===== config.mk =====
export PLATFORM = sky130hd
export DESIGN_NAME = calc_seq_resp_flat
export DESIGN_NICKNAME = d
export VERILOG_FILES = /design/src/rtl/calc_seq_resp_if.sv /design/src/rtl/calc_seq_resp.sv /design/src/flat_wrapper.sv
export SDC_FILE = /design/constraint.sdc
export NUM_CORES = 1
export LEC_CHECK = 0
export BUFFER_PORTS_ARGS = -buffer_cell sky130_fd_sc_hd__buf_2
export CAP_MARGIN = 20
export CORE_UTILIZATION = 30
export CTS_BUF_LIST = sky130_fd_sc_hd__clkbuf_4
export DETAILED_ROUTE_END_ITERATION = 6
export GPL_ROUTABILITY_DRIVEN = 0
export REMOVE_ABC_BUFFERS = 1
export SYNTH_ARGS = -nofsm -noshare
export SYNTH_HDL_FRONTEND = slang
export SYNTH_SLANG_ARGS = --single-unit
export TNS_END_PERCENT = 30

===== constraint.sdc =====
create_clock -name clk -period 3.35 [get_ports clk]
set_input_delay 0.67 -clock clk [delete_from_list [all_inputs] [get_ports clk]]
set_output_delay 0.67 -clock clk [all_outputs]
set_load 0.1 [all_outputs]

===== src/rtl/calc_seq_resp_if.sv =====
// Request/response bus for the sequential three-operand calculator.
// The requester drives operands and rsp_ready; the responder drives
// req_ready, rsp_valid and the result.
interface calc_seq_resp_if;
    logic       req_valid;
    logic       req_ready;
    logic [7:0] A;
    logic [7:0] B;
    logic [7:0] C;
    logic [1:0] op;
    logic       rsp_valid;
    logic       rsp_ready;
    logic [7:0] R;
    logic       C_out;

    modport master (
        output req_valid, A, B, C, op, rsp_ready,
        input  req_ready, rsp_valid, R, C_out
    );

    modport slave (
        input  req_valid, A, B, C, op, rsp_ready,
        output req_ready, rsp_valid, R, C_out
    );
endinterface


===== src/rtl/calc_seq_resp.sv =====
// Sequential responder for the 8-bit three-operand calculator.
// Accepts one request at a time, evaluates it in EXEC (one cycle, or
// MUL_STEPS cycles of LSB-first shift-add for a multiply), then holds
// the result in DONE until the requester takes it.
module calc_seq_resp #(
    parameter int MUL_STEPS = 8
) (
    input  logic           clk,
    input  logic           rst,
    calc_seq_resp_if.slave bus
);

    typedef enum logic [1:0] {
        IDLE = 2'b00,
        EXEC = 2'b01,
        DONE = 2'b10
    } state_t;

    localparam logic [1:0] OP_ADD   = 2'b00;
    localparam logic [1:0] OP_SUB   = 2'b01;
    localparam logic [1:0] OP_MUL   = 2'b10;
    localparam int         STEP_W   = $clog2(MUL_STEPS + 1);

    state_t state;
    state_t state_next;

    logic              accept;
    logic              exec_done;
    logic              last_step;
    logic              rsp_valid_q;

    // Operands latched on accept; later input changes are ignored.
    logic [7:0]        a_q;
    logic [7:0]        b_q;
    logic [7:0]        c_q;
    logic [1:0]        op_q;

    // Shift-add multiplier: multiplicand shifts left, multiplier shifts
    // right so bit 0 always holds the multiplier bit of the current step.
    logic [15:0]       acc_q;
    logic [15:0]       acc_next;
    logic [15:0]       mcand_q;
    logic [7:0]        mplier_q;
    logic [STEP_W-1:0] step_q;

    logic [9:0]        sum;
    logic [8:0]        diff;
    logic [7:0]        res_r;
    logic              res_c;
    logic [7:0]        r_q;
    logic              c_out_q;

    assign last_step     = (step_q == STEP_W'(MUL_STEPS - 1));
    assign bus.req_ready = (state == IDLE);
    assign bus.rsp_valid = rsp_valid_q;
    assign bus.R         = r_q;
    assign bus.C_out     = c_out_q;

    // State register; reset abandons any transaction in flight.
    // NOTE: clocked state uses non-blocking assignments so every register
    // samples pre-edge values, independent of block evaluation order.
    always_ff @(posedge clk or posedge rst) begin
        if (rst) begin
            state <= IDLE;
        end else begin
            state <= state_next;
        end
    end

    // Next-state decode plus the accept/complete strobes.
    // NOTE: every signal written here gets a default first so no path
    // leaves it unassigned and no latch is inferred.
    always_comb begin
        state_next = state;
        accept     = 1'b0;
        exec_done  = 1'b0;
        case (state)
            IDLE: begin
                if (bus.req_valid) begin
                    accept     = 1'b1;
                    state_next = EXEC;
                end
            end
            EXEC: begin
                if (op_q != OP_MUL || last_step) begin
                    exec_done  = 1'b1;
                    state_next = DONE;
                end
            end
            DONE: begin
                if (bus.rsp_ready) begin
                    state_next = IDLE;
                end
            end
            default: begin
                state_next = IDLE;
            end
        endcase
    end

    // Registered response-valid, high exactly while the FSM sits in DONE.
    always_ff @(posedge clk or posedge rst) begin
        if (rst) begin
            rsp_valid_q <= 1'b0;
        end else begin
            rsp_valid_q <= (state_next == DONE);
        end
    end

    // Result arithmetic from the latched operands; the multiply result is
    // taken from the accumulator value the final step produces.
    always_comb begin
        sum      = {2'b00, a_q} + {2'b00, b_q} + {2'b00, c_q};
        diff     = {1'b0, a_q} - {1'b0, b_q};
        acc_next = acc_q + (mplier_q[0] ? mcand_q : 16'h0000);
        res_r    = 8'h00;
        res_c    = 1'b0;
        case (op_q)
            OP_ADD: begin
                res_r = sum[7:0];
                res_c = |sum[9:8];
            end
            OP_SUB: begin
                res_r = diff[7:0];
                res_c = diff[8];
            end
            OP_MUL: begin
                res_r = acc_next[7:0];
                res_c = |acc_next[15:8];
            end
            default: begin
                res_r = (a_q & b_q) | c_q;
                res_c = 1'b0;
            end
        endcase
    end

    // Operand capture, multiply iteration, and result write on EXEC exit.
    always_ff @(posedge clk or posedge rst) begin
        if (rst) begin
            a_q      <= 8'h00;
            b_q      <= 8'h00;
            c_q      <= 8'h00;
            op_q     <= OP_ADD;
            acc_q    <= 16'h0000;
            mcand_q  <= 16'h0000;
            mplier_q <= 8'h00;
            step_q   <= '0;
            r_q      <= 8'h00;
            c_out_q  <= 1'b0;
        end else begin
            if (accept) begin
                a_q      <= bus.A;
                b_q      <= bus.B;
                c_q      <= bus.C;
                op_q     <= bus.op;
                acc_q    <= 16'h0000;
                mcand_q  <= {8'h00, bus.A};
                mplier_q <= bus.B;
                step_q   <= '0;
            end else if (state == EXEC && op_q == OP_MUL) begin
                acc_q    <= acc_next;
                mcand_q  <= {mcand_q[14:0], 1'b0};
                mplier_q <= {1'b0, mplier_q[7:1]};
                step_q   <= step_q + STEP_W'(1);
            end
            if (exec_done) begin
                r_q     <= res_r;
                c_out_q <= res_c;
            end
        end
    end

endmodule


===== src/flat_wrapper.sv =====
// flat-port wrapper written by rule: the top's interface ports become plain ports
module calc_seq_resp_flat 
#(
    parameter int MUL_STEPS = 8
)
  (clk, rst, bus_req_valid, bus_A, bus_B, bus_C, bus_op, bus_rsp_ready, bus_req_ready, bus_rsp_valid, bus_R, bus_C_out);
  calc_seq_resp_if bus_i ();
  input  logic clk;
  input  logic rst;
  input wire logic [$bits(bus_i.req_valid)-1:0] bus_req_valid;
  input wire logic [$bits(bus_i.A)-1:0] bus_A;
  input wire logic [$bits(bus_i.B)-1:0] bus_B;
  input wire logic [$bits(bus_i.C)-1:0] bus_C;
  input wire logic [$bits(bus_i.op)-1:0] bus_op;
  input wire logic [$bits(bus_i.rsp_ready)-1:0] bus_rsp_ready;
  output wire logic [$bits(bus_i.req_ready)-1:0] bus_req_ready;
  output wire logic [$bits(bus_i.rsp_valid)-1:0] bus_rsp_valid;
  output wire logic [$bits(bus_i.R)-1:0] bus_R;
  output wire logic [$bits(bus_i.C_out)-1:0] bus_C_out;
  assign bus_i.req_valid = bus_req_valid;
  assign bus_i.A = bus_A;
  assign bus_i.B = bus_B;
  assign bus_i.C = bus_C;
  assign bus_i.op = bus_op;
  assign bus_i.rsp_ready = bus_rsp_ready;
  assign bus_req_ready = bus_i.req_ready;
  assign bus_rsp_valid = bus_i.rsp_valid;
  assign bus_R = bus_i.R;
  assign bus_C_out = bus_i.C_out;
  calc_seq_resp #(.MUL_STEPS(MUL_STEPS)) u_core (.clk(clk), .rst(rst), .bus(bus_i));
endmodule

After elaboration in Yosys (flattened, before gate mapping)
Cells that the tools add are included.
{ "word_totals": {"reg_bits": 82, "latchBits": 0, "ram_bits": 0, "mem_bits_ro": 0, "input_bits": 30, "output_inout_bits": 11, "elab_cells": 52, "n_memories": 0} }
{ "classes": {"add_sub_neg": 5, "multipliers": 0, "n_div": 0, "n_lt_le_gt_ge": 0, "n_eq_ne": 7, "n_shift": 0, "mux": 19, "bitwise_logic": 2, "reduce_logical": 7} }
{ "op_table": {"columns": ["op", "n"], "rows": [
  ["16-bit two-way mux", 5],
  ["8-bit one-hot mux with 3 select lines", 1],
  ["16-bit adder", 1],
  ["8-bit two-way mux", 2],
  ["10-bit by 8-bit adder with 10-bit output", 1],
  ["8-bit by 8-bit adder with 9-bit output", 1],
  ["8-bit by 8-bit subtractor with 9-bit output", 1],
  ["8-bit AND", 1],
  ["4-bit two-way mux", 2],
  ["8-bit OR", 1],
  ["8-bit OR reduction", 1],
  ["2-bit equality test (second input constant)", 3],
  ["2-bit two-way mux", 3],
  ["2-bit one-hot mux with 3 select lines", 1],
  ["4-bit by 1-bit adder with 4-bit output (second input constant)", 1],
  ["2-bit by 1-bit equality test with 1-bit output (second input constant)", 2],
  ["4-bit by 3-bit equality test with 1-bit output (second input constant)", 1],
  ["2-bit logical NOT", 2],
  ["1-bit two-way mux", 4],
  ["1-bit one-hot mux with 3 select lines", 1],
  ["2-bit inequality test (second input constant)", 1],
  ["2-bit nonzero test", 1],
  ["2-bit OR reduction", 1],
  ["1-bit logical AND", 1],
  ["1-bit logical OR", 1]
]} }

Depth between registers and ports, before layout
Gate-level depths: netlist (run 1).
{ "logic_depth": {"depth_word": 5, "depth_mapped": 16} }

Worst setup path after synthesis (run 1)
OpenSTA, ideal clock, no wires.
{ "synth_path": {"path_type": "flip-flop to flip-flop", "startpoint": "register u_core.b_q[0]", "endpoint": "register u_core.r_q[7] (netlist: u_core.bus.R[7])", "arrival_time_ns": 2.905, "t_required_ns": 3.281, "setup_slack_ns": 0.376, "path_stages_with_launch": 15, "path_cell_list": "dfrtp_1 > ha_1 > inv_1 > fa_1 > o21ba_2 > o221ai_1 > nor2_1 > xnor2_1 > ha_1 > nand2_1 > o31ai_1 > xor2_1 > nor2_1 > a2111o_1 > nand3_1"} }
{ "synth_via": {"elab_chain_cells": 3, "elab_cells_between_ends": 4, "cone_classes": "3 x add/sub; 1 x mux"} }
{ "synth_lines": {"columns": ["element", "line", "source"], "rows": [
  ["from (decl)", "calc_seq_resp.sv:34", "logic [7:0] b_q;"],
  ["from (signal assigned)", "calc_seq_resp.sv:154", "b_q <= bus.B;"],
  ["8-bit by 8-bit adder with 9-bit output", "calc_seq_resp.sv:113", "sum = {2'b00, a_q} + {2'b00, b_q} + {2'b00, c_q};"],
  ["10-bit by 8-bit adder with 10-bit output", "calc_seq_resp.sv:113", null],
  ["8-bit one-hot mux with 3 select lines *", "calc_seq_resp.sv:118", "case (op_q)"],
  ["to (signal assigned)", "calc_seq_resp.sv:168", "r_q <= res_r;"],
  ["to (decl)", "calc_seq_resp.sv:50", "logic [7:0] r_q;"]
]} }
Every way passes the cells marked *; elsewhere a longest branch is shown, timed or not.
A chain may end at the register's enable or synchronous reset.

Worst setup path in the final report (run 1)
Ends and elaborated chain as after synthesis.

==> results of run 1 <==
kinds of logic (layout without fill, tap and decap cells):
| kind of cell | Yosys count | in the layout | synth area share |
|---|---|---|---|
| DFF | 82 | 82 | 0.3849 |
| buffers and inverters | 59 | 93 | 0.04248 |
| adders and majority gates | 46 | 46 | 0.1136 |
| xor gates and xnor gates | 31 | 31 | 0.05093 |
| muxes | 12 | 12 | 0.02488 |
| and+or+nand+nor | 207 | 207 | 0.1748 |
| other | 0 | 1 | 0 |
| AOI/OAI and AO/OA | 166 | 166 | 0.2084 |
worst reg2reg max path, delay by kind of cell, from the launching register on:
kind / cells / cell delay, ns
AOI/OAI and AO/OA: 6 / 1.20
adders and majority gates: 3 / 0.86
buffers and inverters: 1 / 0.07
xor gates and xnor gates: 2 / 0.33
DFF: 1 / 0.41
and+or+nand+nor: 3 / 0.22
power by group through the flow:
stage	Combinational [mW]	Clock, mW	Sequential [mW]
finish	4.15	0.690	1.62
global route	4.65	0.744	1.67
CTS	4.13	0.712	1.63
detailed placement	4.10	0	1.65
global placement	4.08	0	1.63
floorplan	2.79	0	1.99
final cells by class:
cell class	count	area [µm²]	area share
inverter	25	95.09	0.01596
tap	225	281.5	0.04725
multi-input combinational	462	3073	0.5158
antenna	1	2.502	0.0004200
timing repair buffer	52	290.3	0.04872
sequential	82	2052	0.3444
clock inverter	6	88.84	0.01491
clock buffer	10	75.07	0.01260
flip-flops by register name, summed over array words and instances (netlist names):
name,cells
u_core.a_q,8
u_core.acc_q,16
u_core.b_q,8
u_core.bus.C_out,1
u_core.bus.R,8
u_core.bus.rsp_valid,1
u_core.c_q,8
u_core.mcand_q,16
u_core.mplier_q,8
u_core.op_q,2
u_core.state,2
u_core.step_q,4
stage by stage:
| stage | power (mW) | cells | instance area [µm²] | setup WS, ns |
|---|---|---|---|---|
| after global placement | 5.709 | 846 | 5781 | 0.2024 |
| after floorplan | 4.777 | 569 | 5199 | -1.413 |
| after CTS | 6.464 | 862 | 5944 | 0.1220 |
| after global routing | 7.071 | 863 | 5958 | 0.01859 |
| after detailed placement | 5.745 | 846 | 5781 | 0.1593 |
| final | 6.456 | 863 | 5958 | 0.2167 |
synthesized netlist by cell type (all sizes together), types with 7 or more instances:
cell type	number	share of area
nand2	106	0.075
dfrtp	82	0.38
o21ai	55	0.052
ha	42	0.099
nor2	36	0.025
a21oi	30	0.029
clkbuf	29	0.020
inv	25	0.018
xnor2	18	0.030
a22o	15	0.025
and2	15	0.018
xor2	13	0.021
mux2i	11	0.021
nand3	11	0.010
a211oi	9	0.014
nor3	9	0.0084
o21a	8	0.011
a21o	7	0.0099
nand4	7	0.0082
o31ai	7	0.0099
path summary, 6_finish.rpt:
kind / startpoint / endpoint / cells after the start
max: u_core.b_q[0] / u_core.bus.R[7] / 15
min: rst / u_core.b_q[7] / 2
max reg2reg: u_core.b_q[0] / u_core.bus.R[7] / 15
min reg2reg: u_core.bus.R[4] / u_core.bus.R[4] / 1
max in group asynchronous: rst / u_core.c_q[0] / 3
min in group clk: bus_C[4] / u_core.c_q[4] / 3
metal layers:
layer	vias to the layer above	share of wire	wire, µm	track usage
met1	2027	0.48	6322	0.2071
met2	52	0.47	6215	0.2504
met4	0	0.0095	124	0.04120
li1	2177	-	-	-
met5	-	0	0	0
met3	9	0.033	426	0.03367
repair_timing:
action                     CTS  global route
buffers inserted             0             0
resized for setup            0             3
setup endpoints to repair    0             2
==> reports/qor.json, run 1 <==
{
  "clock.fmax": {"value": 319.2, "unit": "MHz"},
  "ctsLongestPathBuffers": {"value": 2},
  "type_of_the_most_critical_hold_path": {"value": "in -> async"},
  "via_count_of_the_first_global_routing_pass": {"value": 4109},
  "cp.buffers_inverters": {"value": 1},
  "ant_nets": {"value": 0},
  "crit_path_cells": {"value": "ha_1, inv_1, fa_1, o21ba_2, o221ai_2, nor2_1, xnor2_1, ha_1, a21oi_1, o21a_1, o31ai_2, xor2_1, nor2_1, a2111o_1, nand3_1"},
  "io_pins": {"value": 41},
  "cts_inserted_buffers": {"value": 9},
  "die_area": {"value": 18310, "unit": "µm²"},
  "crit_path_max_incr_delay": {"value": 0.41, "unit": "ns"},
  "vdd.ir_drop.worst": {"value": 0.0005255, "unit": "V"},
  "power_frac_comb": {"value": 0.642},
  "yosys_warnings": {"value": 0},
  "floorplan.rows": {"value": 48},
  "num-nets-final": {"value": 708},
  "powerDensity": {"value": 1084, "unit": "nW/µm²"},
  "tritoncts_num_sinks": {"value": 82},
  "critical_path_peak_fanout": {"value": 3},
  "critPathLaunchType": {"value": "flop"},
  "setup_viol": {"value": 0},
  "rsz_0062_raised_after_global_routing": {"value": "false"},
  "p_sw": {"value": 3.204, "unit": "mW"},
  "start_util": {"value": 0.3082},
  "ctsRootBufferMaster": {"value": "sky130_fd_sc_hd__clkbuf_4"},
  "layout.cells.most_common": {"value": "sky130_fd_sc_hd__nand2_1"},
  "wl": {"value": 13.09, "unit": "mm"},
  "route.vias.total": {"value": 4265},
  "synth_enable_flop_cells": {"value": 0},
  "worstPathArrival": {"value": 3.56, "unit": "ns"},
  "maxCapViolCount": {"value": 0},
  "clkTransAtPathRegs": {"value": 0.13, "unit": "ns"},
  "synth_cells": {"value": 603},
  "routed_via_density": {"value": 4.942},
  "maximum_number_of_pins_on_one_net_before_global_route_repair": {"value": 50},
  "final_hold_viol_count": {"value": 0},
  "die_x": {"value": 135.3, "unit": "µm"},
  "drc_violations_left": {"value": 0},
  "slew_violations": {"value": 0},
  "detail_route.wl_per_cell": {"value": 15.17, "unit": "µm"},
  "fin_skew": {"value": 0.01513, "unit": "ns"},
  "htree_num_levels": {"value": 3},
  "synth_flop_cell": {"value": "sky130_fd_sc_hd__dfrtp_1"},
  "power_switching_share": {"value": 0.4962},
  "drt-initial-drc-count": {"value": 198},
  "ys_seq_elements": {"value": 82},
  "firstDrtPassIters": {"value": 4},
  "worst_slew_pin_tran": {"value": 0.7293, "unit": "ns"},
  "worst-setup-path-type": {"value": "reg -> reg"},
  "ys_types": {"value": 58},
  "final_period_minus_worst_setup_slack": {"value": 3.133, "unit": "ns"},
  "cp_data_required_time": {"value": 3.78, "unit": "ns"},
  "grtUsageTotal": {"value": 0.1546},
  "p_seq_frac": {"value": 0.251},
  "synth_area": {"value": 5331, "unit": "µm²"},
  "growth_of_design_area_from_synthesis_to_finish": {"value": 11.76, "unit": "%"},
  "max_slew_margin": {"value": 0.5126},
  "quantity_of_hold_fixing_buffers_added_after_cts": {"value": 0},
  "clkPwrFrac": {"value": 0.107},
  "clock_insertion_delay_worst_skew": {"value": 0.48, "unit": "ns"},
  "most-common-layout-cells": {"value": "sky130_fd_sc_hd__nand2_1 (106), sky130_fd_sc_hd__dfrtp_1 (82), sky130_fd_sc_hd__o21ai_0 (52), sky130_fd_sc_hd__ha_1 (42), sky130_fd_sc_hd__buf_2 (40)"},
  "final_min_period_over_clock_period": {"value": 0.9353},
  "place.detailed.hpwl": {"value": 9.550, "unit": "mm"},
  "nFillCells": {"value": 1852},
  "hold_ws": {"value": 0.2296, "unit": "ns"},
  "reg2reg_setup_slack": {"value": 0.22, "unit": "ns"},
  "grt_pass1_wl": {"value": 21.78, "unit": "mm"},
  "globalRoute.totalOverflow": {"value": 0},
  "synth-seq-area-share": {"value": 0.3849},
  "synth.avg_cell_area": {"value": 8.841, "unit": "µm²"},
  "layout.core_utilization": {"value": 0.3445},
  "io_buffers": {"value": 40},
  "crit_slowest_cell": {"value": "sky130_fd_sc_hd__dfrtp_1"},
  "cts_tree": {"value": "done"},
  "worst_setup_path_end_kind": {"value": "flop"},
  "total_leakage_power": {"value": 2.776, "unit": "nW"},
  "ys_async_sr_fraction": {"value": 1.000},
  "setup_total_negative_slack": {"value": 0, "unit": "ns"},
  "drive_gt1_frac": {"value": 0.1319},
  "chipHeight": {"value": 135.3, "unit": "µm"},
  "number_of_antenna_violations_at_the_first_check_in_global_routing": {"value": 1},
  "placeableCoreArea": {"value": 17300, "unit": "µm²"},
  "run_status": {"value": "finished clean"},
  "internal_power": {"value": 3.253, "unit": "mW"},
  "crit_family": {"value": "compound AO/OA/AOI/OAI gates"}
}
Power figures use the tool's default switching activity.
==> run 2, diff against run 1 <==
--- a/config.mk
+++ b/config.mk
@@ -7,10 +7,13 @@
 export LEC_CHECK = 0
 export BUFFER_PORTS_ARGS = -buffer_cell sky130_fd_sc_hd__buf_2
 export CAP_MARGIN = 20
+export CELL_PAD_IN_SITES_DETAIL_PLACEMENT = 1
+export CELL_PAD_IN_SITES_GLOBAL_PLACEMENT = 1
 export CORE_UTILIZATION = 30
 export CTS_BUF_LIST = sky130_fd_sc_hd__clkbuf_4
 export DETAILED_ROUTE_END_ITERATION = 6
 export GPL_ROUTABILITY_DRIVEN = 0
+export PLACE_DENSITY_LB_ADDON = 0.1
 export REMOVE_ABC_BUFFERS = 1
 export SYNTH_ARGS = -nofsm -noshare
 export SYNTH_HDL_FRONTEND = slang
==> reports/qor.json, run 2 (synthesized netlist as in run 1, its figures left out) <==
{
  "run_status": {"value": "finished clean"},
  "growth_of_design_area_from_synthesis_to_finish": {"value": 11.92, "unit": "%"},
  "place.detailed.hpwl": {"value": 11.08, "unit": "mm"},
  "drive_gt1_frac": {"value": 0.1411},
  "ctsLongestPathBuffers": {"value": 2},
  "via_count_of_the_first_global_routing_pass": {"value": 4733},
  "max_slew_margin": {"value": 0.5008},
  "multi_input_logic_area": {"value": 3090, "unit": "µm²"},
  "placeableCoreArea": {"value": 17300, "unit": "µm²"},
  "preCtsSetupSlack": {"value": 0.07078, "unit": "ns"},
  "setup_total_negative_slack": {"value": 0, "unit": "ns"},
  "ctsRootBufferMaster": {"value": "sky130_fd_sc_hd__clkbuf_4"},
  "io_pins": {"value": 41},
  "wl": {"value": 15.08, "unit": "mm"},
  "cts_tree": {"value": "done"},
  "worst-setup-path-type": {"value": "reg -> reg"},
  "floorplan.rows": {"value": 48},
  "slew_violations": {"value": 0},
  "critPathLaunchType": {"value": "flop"},
  "grt_pass1_wl": {"value": 25.23, "unit": "mm"},
  "firstDrtPassIters": {"value": 4},
  "layout.core_utilization": {"value": 0.3450},
  "worst_setup_path_end_kind": {"value": "flop"},
  "dpl_cell_area": {"value": 5801, "unit": "µm²"},
  "start_util": {"value": 0.3082},
  "drc_violations_left": {"value": 0},
  "post-place-cells": {"value": 847},
  "vdd.ir_drop.worst": {"value": 0.0004442, "unit": "V"},
  "maxCapViolCount": {"value": 0},
  "least_setup_slack_across_all_paths_after_layout": {"value": 0.1749, "unit": "ns"},
  "ant_nets": {"value": 0},
  "io_buffers": {"value": 40},
  "cp_data_required_time": {"value": 3.77, "unit": "ns"},
  "cts_inserted_buffers": {"value": 9},
  "chipHeight": {"value": 135.3, "unit": "µm"},
  "htree_num_levels": {"value": 3},
  "tritoncts_num_sinks": {"value": 82},
  "worstPathArrival": {"value": 3.60, "unit": "ns"},
  "critical_path_peak_fanout": {"value": 3},
  "detail_route.wl_per_cell": {"value": 17.46, "unit": "µm"},
  "sequential_cell_area": {"value": 2052, "unit": "µm²"},
  "maximum_number_of_pins_on_one_net_before_global_route_repair": {"value": 50},
  "overall_power_of_the_completed_layout": {"value": 6.548, "unit": "mW"},
  "final_min_period_over_clock_period": {"value": 0.9478},
  "nFillCells": {"value": 2078},
  "number_of_antenna_violations_at_the_first_check_in_global_routing": {"value": 1},
  "layout.cells.most_common": {"value": "sky130_fd_sc_hd__nand2_1"},
  "final_period_minus_worst_setup_slack": {"value": 3.175, "unit": "ns"},
  "routed_via_density": {"value": 5.081},
  "most-common-layout-cells": {"value": "sky130_fd_sc_hd__nand2_1 (106), sky130_fd_sc_hd__dfrtp_1 (82), sky130_fd_sc_hd__o21ai_0 (53), sky130_fd_sc_hd__ha_1 (41), sky130_fd_sc_hd__buf_2 (40)"},
  "die_area": {"value": 18310, "unit": "µm²"},
  "quantity_of_hold_fixing_buffers_added_after_cts": {"value": 0},
  "post_layout_nonfiller_instances": {"value": 864},
  "worst_slew_pin_tran": {"value": 0.7469, "unit": "ns"},
  "clock_insertion_delay_worst_skew": {"value": 0.47, "unit": "ns"},
  "drt-initial-drc-count": {"value": 192},
  "type_of_the_most_critical_hold_path": {"value": "in -> async"},
  "fin_skew": {"value": 0.02582, "unit": "ns"},
  "clock.fmax": {"value": 314.9, "unit": "MHz"},
  "num-nets-final": {"value": 709},
  "reg.largest.list": {"value": "u_core.acc_q x16, u_core.mcand_q x16"},
  "grtUsageTotal": {"value": 0.1804},
  "post-cts-setup-buffers": {"value": 0},
  "postLayoutCellArea": {"value": 5967, "unit": "µm²"},
  "total_leakage_power": {"value": 2.769, "unit": "nW"},
  "setup_viol": {"value": 0},
  "route.vias.total": {"value": 4390},
  "final_hold_viol_count": {"value": 0},
  "cts_resized": {"value": 0},
  "powerDensity": {"value": 1097, "unit": "nW/µm²"},
  "globalRoute.totalOverflow": {"value": 0},
  "die_x": {"value": 135.3, "unit": "µm"},
  "clkTransAtPathRegs": {"value": 0.15, "unit": "ns"},
  "hold_ws": {"value": 0.2391, "unit": "ns"}
}
run 2: power breakdown:
part / total, mW / switching [mW] / internal (mW)
logic: 4.32 / 2.69 / 1.62
clock network: 0.610 / 0.385 / 0.225
registers: 1.62 / 0.276 / 1.35
run 2: worst max-delay path: stages, from the launching register on:
cell                       delay [ns]
sky130_fd_sc_hd__dfrtp_1         0.41
sky130_fd_sc_hd__ha_2            0.19
sky130_fd_sc_hd__inv_1           0.07
sky130_fd_sc_hd__fa_2            0.36
sky130_fd_sc_hd__o21ba_2         0.25
sky130_fd_sc_hd__o221ai_2        0.18
sky130_fd_sc_hd__nor2_1          0.07
sky130_fd_sc_hd__xnor2_1         0.24
sky130_fd_sc_hd__ha_1            0.31
sky130_fd_sc_hd__a21oi_2         0.16
sky130_fd_sc_hd__o21a_1          0.15
sky130_fd_sc_hd__o31ai_2         0.08
sky130_fd_sc_hd__xor2_1          0.14
sky130_fd_sc_hd__nor2_1          0.05
sky130_fd_sc_hd__a2111o_1        0.38
sky130_fd_sc_hd__nand3_1         0.08
run 2: layout make-up:
class                           count  share of cell area
Multi-Input combinational cell    462              0.5179
Sequential cell                    82              0.3439
Timing Repair Buffer               53             0.05200
Tap cell                          225             0.04718
Inverter                           25             0.01594
Clock buffer                        9             0.01132
Clock inverter                      7             0.01132
Antenna cell                        1           0.0004194
run 2: path summary, 6_finish.rpt:
| kind | startpoint | to | slack (ns) | cells after the start |
|---|---|---|---|---|
| min reg2reg | u_core.bus.R[4] | u_core.bus.R[4] | 0.49 | 1 |
| min | rst | u_core.bus.R[1] | 0.24 | 2 |
| max in group asynchronous | rst | u_core.acc_q[11] | 2.43 | 3 |
| min in group clk | bus_C[1] | u_core.c_q[1] | 0.37 | 3 |
| max reg2reg | u_core.b_q[0] | u_core.bus.R[7] | 0.17 | 15 |
| max | u_core.b_q[0] | u_core.bus.R[7] | 0.17 | 15 |
run 2: layer usage:
layer | global-route usage | vias to the layer above | share of wire
met3 | 0.02806 | 18 | 0.018
met5 | 0 | - | 0
li1 | - | 2171 | -
met2 | 0.3131 | 37 | 0.49
met1 | 0.2297 | 2164 | 0.48
met4 | 0.05306 | 0 | 0.014
